$ cat src/rtl/serdes_rx_packer.sv
// serdes_rx_packer: packs PACK_FACTOR received words (first word in the LSB
// lane) into one wide word and queues it in a 2-entry output buffer.
//
// Handshake: the source has no backpressure; a word is taken on every
// cycle valid_in is high. On the output side a packed word transfers on a
// rising edge where out_valid and out_ready are both high; while out_valid
// is high and out_ready is low, out_data holds its value.
module serdes_rx_packer #(
   parameter  int DATA_WIDTH  = 8,
   parameter  int PACK_FACTOR = 4,
   localparam int OUT_W       = DATA_WIDTH * PACK_FACTOR,
   localparam int CNT_W       = $clog2(PACK_FACTOR + 1)
) (
   input  logic                  clk,
   input  logic                  rst_n,
   input  logic [DATA_WIDTH-1:0] data_in,
   input  logic                  valid_in,
   input  logic                  flush,
   output logic [OUT_W-1:0]      out_data,
   output logic                  out_valid,
   input  logic                  out_ready,
   output logic [CNT_W-1:0]      fill_count,
   output logic                  overflow,
   input  logic                  overflow_clr
);

   // Partial accumulation
   logic [OUT_W-1:0] r_lanes;
   logic [CNT_W-1:0] r_fill;

   // Output buffer: head is the presented word, tail is the second entry.
   // The tail is only ever valid while the head is valid.
   logic [OUT_W-1:0] r_head;
   logic [OUT_W-1:0] r_tail;
   logic             r_head_v;
   logic             r_tail_v;
   logic             r_ovf;

   logic             w_last;
   logic             w_push;
   logic             w_pop;
   logic             w_drop;
   logic [OUT_W-1:0] w_packed;

   assign w_last = (r_fill == CNT_W'(PACK_FACTOR - 1));
   // flush beats valid_in, so a flushed word never completes a packed word
   assign w_push = valid_in & ~flush & w_last;
   assign w_pop  = r_head_v & out_ready;
   // Both entries busy and nothing leaving: the completed word is lost
   assign w_drop = w_push & ~w_pop & r_tail_v;

   // Completed word: stored lanes plus the incoming word in the top lane
   always_comb begin
      w_packed = r_lanes;
      w_packed[(PACK_FACTOR-1)*DATA_WIDTH +: DATA_WIDTH] = data_in;
   end

   // Lane accumulation and fill counter; flush discards the partial word
   always_ff @(posedge clk or negedge rst_n) begin
      if (!rst_n) begin
         r_fill  <= '0;
         r_lanes <= '0;
      end else if (flush) begin
         r_fill <= '0;
      end else if (valid_in) begin
         for (int k = 0; k < PACK_FACTOR; k++) begin
            if (r_fill == CNT_W'(k)) begin
               r_lanes[k*DATA_WIDTH +: DATA_WIDTH] <= data_in;
            end
         end
         r_fill <= w_last ? '0 : r_fill + CNT_W'(1);
      end
   end

   // Two-entry output buffer; a pop is always honoured, push lands behind it
   always_ff @(posedge clk or negedge rst_n) begin
      if (!rst_n) begin
         r_head   <= '0;
         r_tail   <= '0;
         r_head_v <= 1'b0;
         r_tail_v <= 1'b0;
      end else begin
         case ({w_push, w_pop})
            2'b11: begin
               if (r_tail_v) begin
                  r_head <= r_tail;
                  r_tail <= w_packed;
               end else begin
                  r_head <= w_packed;
               end
            end
            2'b01: begin
               r_head   <= r_tail;
               r_head_v <= r_tail_v;
               r_tail_v <= 1'b0;
            end
            2'b10: begin
               if (!r_head_v) begin
                  r_head   <= w_packed;
                  r_head_v <= 1'b1;
               end else if (!r_tail_v) begin
                  r_tail   <= w_packed;
                  r_tail_v <= 1'b1;
               end
            end
            default: begin
            end
         endcase
      end
   end

   // Sticky overflow; a new drop takes priority over the clear
   always_ff @(posedge clk or negedge rst_n) begin
      if (!rst_n) begin
         r_ovf <= 1'b0;
      end else if (w_drop) begin
         r_ovf <= 1'b1;
      end else if (overflow_clr) begin
         r_ovf <= 1'b0;
      end
   end

   assign out_data   = r_head;
   assign out_valid  = r_head_v;
   assign fill_count = r_fill;
   assign overflow   = r_ovf;

endmodule
$ cat config.mk
export PLATFORM = sky130hd
export DESIGN_NAME = serdes_rx_packer
export DESIGN_NICKNAME = d
export VERILOG_FILES = /design/src/rtl/serdes_rx_packer.sv
export SDC_FILE = /design/constraint.sdc
export NUM_CORES = 1
export LEC_CHECK = 0
export BUFFER_PORTS_ARGS = -buffer_cell sky130_fd_sc_hd__buf_2
export CORE_MARGIN = 5
export CORE_UTILIZATION = 31
export DETAILED_ROUTE_END_ITERATION = 7
export HOLD_SLACK_MARGIN = 0.08
export PLACE_DENSITY = 0.45
export SLEW_MARGIN = 20
export SYNTH_ARGS = -nofsm -noshare
export SYNTH_HDL_FRONTEND = slang
export SYNTH_SLANG_ARGS = --single-unit
$ cat constraint.sdc
create_clock -name clk -period 6.2 [get_ports clk]
set_input_delay 0.31 -clock clk [delete_from_list [all_inputs] [get_ports clk]]
set_output_delay 0.31 -clock clk [all_outputs]
set_load 0.01 [all_outputs]
==> flow_summary.yaml, run 1 <==
run_status:
  status: "finished, final reports clean"
hold_path:
  hold_path.class: "input port to flip-flop"
  hold-path-cell-count: 2
synth:
  ys.warnings.count: 0
  synth_most_common_cell: "dfrtp_1"
  syn-cell-area_um2: 4640
  synth_edf_count: 0
  synth_nets: 366
  synthTopCellsByCount: "dfrtp_1 (94), mux2_2 (57), a21oi_1 (34), mux2i_1 (34), a221oi_1 (32)"
  synth_top_cell_by_area: "dfrtp_1"
  seq_area_frac_synth_pct: 50.7
  syn_avg_cell_area_um2: 13.5
  synth_area_leaders: "dfrtp_1 (51%), mux2_2 (14%), mux2_4 (9.7%)"
  ys.flop_type: "dfrtp_1"
  synth_top_area_share_pct: 50.7
  yosysUniqueCellTypes: 26
  synth_cells: 344
  ys_ff_latch: 94
  async_flop_share_pct: 100
timing:
  rsz0062_at_grt: "no"
  hold_slack_ns: 0.147
  worst_pin_slew_ns: 0.799
  tns_ns: 0
  post-route-period-util_pct: 50.5
  hold_viol: 0
  worst_clock_skew_ns: 0.00810
  max_freq_mhz: 319
  slew_headroom_pct: 46.7
  report.final.slew_viol_count: 0
  finalSetupViolations: 0
  period_needed_ns: 3.13
worst_setup_path:
  cp_max_fo: 34
  worst-setup-path-type: "flip-flop to flip-flop"
  cp_cell_sequence: "ha_1, nand3_1, inv_1, ha_2, a221o_2, buf_12, mux2_2"
  crit_cells: 7
  cp_num_buf_inv: 2
  path_delay_family: "adder cells"
  crit_path_start_kind: "flip-flop"
  cp_data_arrival_time_ns: 3.37
  cp.required_ns: 6.43
  reg2reg_depth: 7
  cp_slowest_cell: "a221o_2"
  worstSetupEndpointType: "flip-flop"
  cpPeakStageDelay_ns: 0.73
finish:
  drive_gt1_share_pct: 41.9
  antenna_cells: 0
  final_cells: 571
  synthToLayoutAreaGrowth_pct: 17.4
  final_core_util_pct: 37.3
  final_area_um2: 5440
  num-nets-final: 404
routing:
  finalWirelength_um: 10700
  drc_errors: 0
  viasPerCell: 5.21
  wl_per_cell_um: 18.8
  vias: 2976
  dr.pass1.iters: 4
  ant_nets: 0
  drt_iter0_drc: 144
grt:
  grt_pass1_wl_um: 17500
  grt.overflow.total: 0
  grt.total_usage_pct: 12.6
  antenna_found_initial: 0
  grt_pass1_vias: 3088
  grt_max_degree: 69
floorplan:
  floorplan.initialDensity_pct: 31.8
  core_area_um2: 14600
  die_area_um2: 17500
  num_rows: 44
  chipHeight_um: 132
  ioPinCount: 51
  die_x_um: 132
clocking:
  clock-root-buffer: "clkbuf_16"
  htree_num_levels: 3
  numCtsBuffers: 9
  worstSkewPairLatency_ns: 0.35
  clkTransAtPathRegs_ns: 0.07
  cts_tree: "built"
  clk_path_buf_depth: 2
  clock-sinks: 94
  cts_setup_buffers: 0
placed_design:
  dp.cells: 553
  post-dp-hpwl_um: 6500
  gp_congestion: 0.709
  port_buffers: 50
  place_area_um2: 5020
power_and_ir_drop:
  power_density_nw_per_um2: 440
  static-leakage-power_nw: 2.60
  max-vdd-ir-drop_v: 0.000149
flow_run:
  max_cap_viol_count: 0
repair_timing:
action	in CTS	in global routing
setup endpoints to repair	0	0
resized for setup	0	0
hold buffers	1	0
endpoints found under the hold margin	33	0
cells in the final DEF, fill, tap and decap left out, drive strengths merged:
master	instances
nand2b	1
ha	8
inv	8
a221o	1
dfrtp	94
o211ai	1
buf	55
clkbuf	9
nand3	1
mux2	88
clkinv	2
nor2	3
mux2i	34
o22a	1
nand2	2
a21oi	35
and3	3
nor3	1
o21ai	1
a221oi	32
a211oi	1
dlygate4sd3	1
bufinv	5
flip-flops by register name, indices dropped and copies added (netlist names):
name and count:
r_lanes 24, overflow 1, out_valid 1, r_tail 32, out_data 32, fill_count 3, r_tail_v 1
per-layer routing:
| layer | share of wire, % | global-route usage [%] | vias up |
|---|---|---|---|
| li1 | - | - | 1363 |
| met1 | 48 | 17.2 | 1542 |
| met2 | 46 | 19.4 | 57 |
| met3 | 4.2 | 2.71 | 14 |
| met4 | 1.8 | 5.26 | 0 |
| met5 | 0 | 0 | - |
worst register-to-register path, cell delays in order, from the launching register on:
cell and delay (ns):
dfrtp_1 0.43, ha_1 0.23, nand3_1 0.11, inv_1 0.18
ha_2 0.72, a221o_2 0.73, buf_12 0.27, mux2_2 0.35
final timing paths:
kind	start	end	slack, ns
max	fill_count[0]	r_tail[0]	3.07
min	overflow_clr	overflow	0.15
max reg2reg	fill_count[0]	r_tail[0]	3.07
min reg2reg	out_data[11]	out_data[11]	0.50
max in group asynchronous	rst_n	r_tail_v	4.52
min in group asynchronous	rst_n	out_data[31]	0.46
power by group:
part / leakage (nW) / switching [mW] / internal (mW) / total (mW)
registers: 1.21 / 0.164 / 0.795 / 0.959
logic: 1.20 / 0.330 / 0.387 / 0.718
clock network: 0.189 / 0.243 / 0.474 / 0.717
metrics by stage:
stage / power (mW) / worst slack (ns)
finish: 2.39 / 3.07
global route: 2.54 / 2.89
CTS: 2.42 / 3.03
detailed placement: 1.70 / 3.03
global placement: 1.68 / 2.90
floorplan: 1.45 / 4.04
logic make-up (layout without fill, tap and decap cells):
family          after synthesis  count (layout)  share of synthesized area (%)
compound gates               72              72                           10.7
fa+ha+maj                     8               8                           2.16
buf+inv                      37              80                           4.05
flops                        94              94                           50.7
mux                         122             122                           31.1
simple gates                 11              11                           1.16
cell type report:
class,instances,area [um^2]
Clock inverter,7,160
Timing Repair Buffer,56,333
Multi-Input combinational cell,213,2110
Fill cell,1403,9150
Sequential cell,94,2360
Tap cell,184,230
Inverter,8,30.0
Clock buffer,9,225
(Power assumes the default switching activity.)
==> run 2: changes to the inputs <==
ABC_AREA = 1   (was not set)
PLACE_DENSITY = 0.46   (was 0.45)
clock period = 2.76 ns   (was 6.2 ns; I/O delays follow)
==> flow_summary.yaml, run 2 <==
synth:
  ys_ff_latch: 94
  synth_cells: 746
  ys.warnings.count: 0
  synthTopCellsByCount: "nand2_1 (382), dfrtp_1 (94), inv_1 (74)"
  synth_area_leaders: "dfrtp_1 (45%), nand2_1 (28%), nand3_1 (6.3%)"
  yosys.area_share.simple_pct: 39.6
  synth_top_area_share_pct: 45.3
  yosysUniqueCellTypes: 21
  synth_compound_area_share_pct: 3.16
  synth_xor_area_share_pct: 0
  synth_fa_ha_area_share_pct: 1.93
  synth_most_common_cell: "nand2_1"
  synth_top_family_by_area: "simple AND/OR/NAND/NOR gates"
  synth_nets: 768
  synthMuxAreaShare_pct: 0
  synth_top_cell_by_area: "dfrtp_1"
  seq_area_frac_synth_pct: 45.3
  ys.flop_type: "dfrtp_1"
  syn-cell-area_um2: 5190
  syn_avg_cell_area_um2: 6.96
  async_flop_share_pct: 100
  synth_edf_count: 0
finish:
  final_cells: 1016
  seq_area_um2: 2350
  final_core_util_pct: 36.3
  mostFrequentLayoutCell: "nand2_1"
  synthToLayoutAreaGrowth_pct: 15.5
  multi_input_area_um2: 2320
  num-nets-final: 814
  antenna_cells: 0
  layout_common_cells: "nand2_1 (382), dfrtp_1 (94), inv_1 (74)"
  fillers: 1762
  drive_gt1_share_pct: 11.6
timing:
  max_freq_mhz: 429
  rsz0062_at_grt: "no"
  tns_ns: 0
  worst_pin_slew_ns: 0.690
  period_needed_ns: 2.33
  post-route-period-util_pct: 84.4
  report.final.slew_viol_count: 0
  layout_setup_ws_ns: 0.431
  worst_clock_skew_ns: 0.00469
  slew_headroom_pct: 54.0
  hold_viol: 0
  finalSetupViolations: 0
floorplan:
  core_area_um2: 16500
  die_area_um2: 19400
  die_x_um: 139
  num_rows: 47
  floorplan.initialDensity_pct: 31.4
  ioPinCount: 51
  chipHeight_um: 139
power_and_ir_drop:
  static-leakage-power_nw: 3.37
  finalPower_mw: 5.01
  max-vdd-ir-drop_v: 0.000442
  power_density_nw_per_um2: 835
hold_path:
  hold_path.class: "input port to flip-flop"
  hold-path-cell-count: 3
grt:
  grt_pass1_vias: 4593
  grt.overflow.total: 0
  antenna_found_initial: 0
  grt.total_usage_pct: 16.0
  grt_pass1_wl_um: 25000
  grt_max_degree: 49
routing:
  finalWirelength_um: 15200
  wl_per_cell_um: 15.0
  drc_errors: 0
  vias: 4742
  drt_iter0_drc: 327
  viasPerCell: 4.67
  dr.pass1.iters: 5
  ant_nets: 0
worst_setup_path:
  r2r-start: "fill_count[0]"
  cp.required_ns: 3.04
  worst-setup-path-type: "flip-flop to flip-flop"
  cp_data_arrival_time_ns: 2.61
  r2r_setup_slack_ns: 0.43
  reg2reg_depth: 11
  worstSetupEndpoint: "r_tail[8]"
  worstSetupEndpointType: "flip-flop"
  critPathLaunch: "fill_count[0]"
  crit_path_start_kind: "flip-flop"
  cp_max_fo: 32
  timing.rr.end: "r_tail[8]"
clocking:
  numCtsBuffers: 9
  worstSkewPairLatency_ns: 0.34
  cts_resized: 0
  ctsHoldBuffers: 11
  clk_path_buf_depth: 2
  htree_num_levels: 3
  cts_tree: "built"
  cts_setup_buffers: 0
  clkTransAtPathRegs_ns: 0.06
  clock-root-buffer: "clkbuf_16"
  clock-sinks: 94
flow_run:
  max_cap_viol_count: 0
placed_design:
  dp.cells: 990
  gp_congestion: 0.765
  dp_slack_ns: 0.434
  port_buffers: 50
  post-dp-hpwl_um: 9590
run_status:
  status: "finished, final reports clean"
run 2: changes by cell type after synthesis, moves of 30 or more:
cell / delta
a21oi_1: -33
a221oi_1: -32
inv_1: +66
mux2_2: -57
mux2_4: -30
mux2i_1: -34
nand2_1: +380
nand3_1: +64
nand4_1: +32
run 2: logic make-up (layout without fill, tap and decap cells):
kind of cell / Yosys count / count (layout)
fa+ha+maj: 8 / 8
compound gates: 31 / 31
simple gates: 490 / 490
flops: 94 / 94
buf+inv: 123 / 173
run 2: routing by layer:
metal,global-route usage (%),wire [um],vias to the layer above
met5,0,0,-
met4,5.10,206,0
met3,2.40,574,14
met2,26.1,7090,113
met1,22.0,7320,2213
li1,-,-,2402
run 2: worst min path at each step:
| stage | endpoint | start | slack (ns) |
|---|---|---|---|
| floorplan | fill_count[0] | rst_n | -0.16 |
| global placement | out_data[14] | rst_n | 0.21 |
| detailed placement | out_data[12] | rst_n | 0.21 |
| CTS | r_tail[28] | data_in[4] | 0.08 |
| global route | r_tail[28] | data_in[4] | 0.09 |
| finish | r_tail[28] | data_in[4] | 0.1 |
run 2: report_power, final:
group,internal [mW],switching (mW)
clock network,0.609,0.525
registers,1.77,0.288
logic,0.649,1.16
run 2: metrics by stage:
step | area (um^2) | hold slack [ns]
after global placement | 5630 | 0.206
after floorplan | 5190 | -0.158
after global routing | 5990 | 0.0921
after CTS | 5990 | 0.0810
after detailed placement | 5630 | 0.207
final | 5990 | 0.0966
run 2: worst max-delay path, stage by stage, from the launching register on:
cell     delay, ns
dfrtp_1       0.40
ha_1          0.20
inv_1         0.04
nor2_1        0.14
inv_1         0.08
nor2_1        0.25
ha_1          0.39
nand2_1       0.13
nand3_2       0.09
buf_4         0.36
nand2_1       0.09
nand2_1       0.08
run 2: cell type report:
type | instances | share of cell area (%)
tap | 220 | 4.59
clock buffer | 14 | 4.07
sequential | 94 | 39.2
inverter | 78 | 4.88
timing repair buffer | 80 | 8.43
clock inverter | 1 | 0.125
multi-input combinational | 529 | 38.7
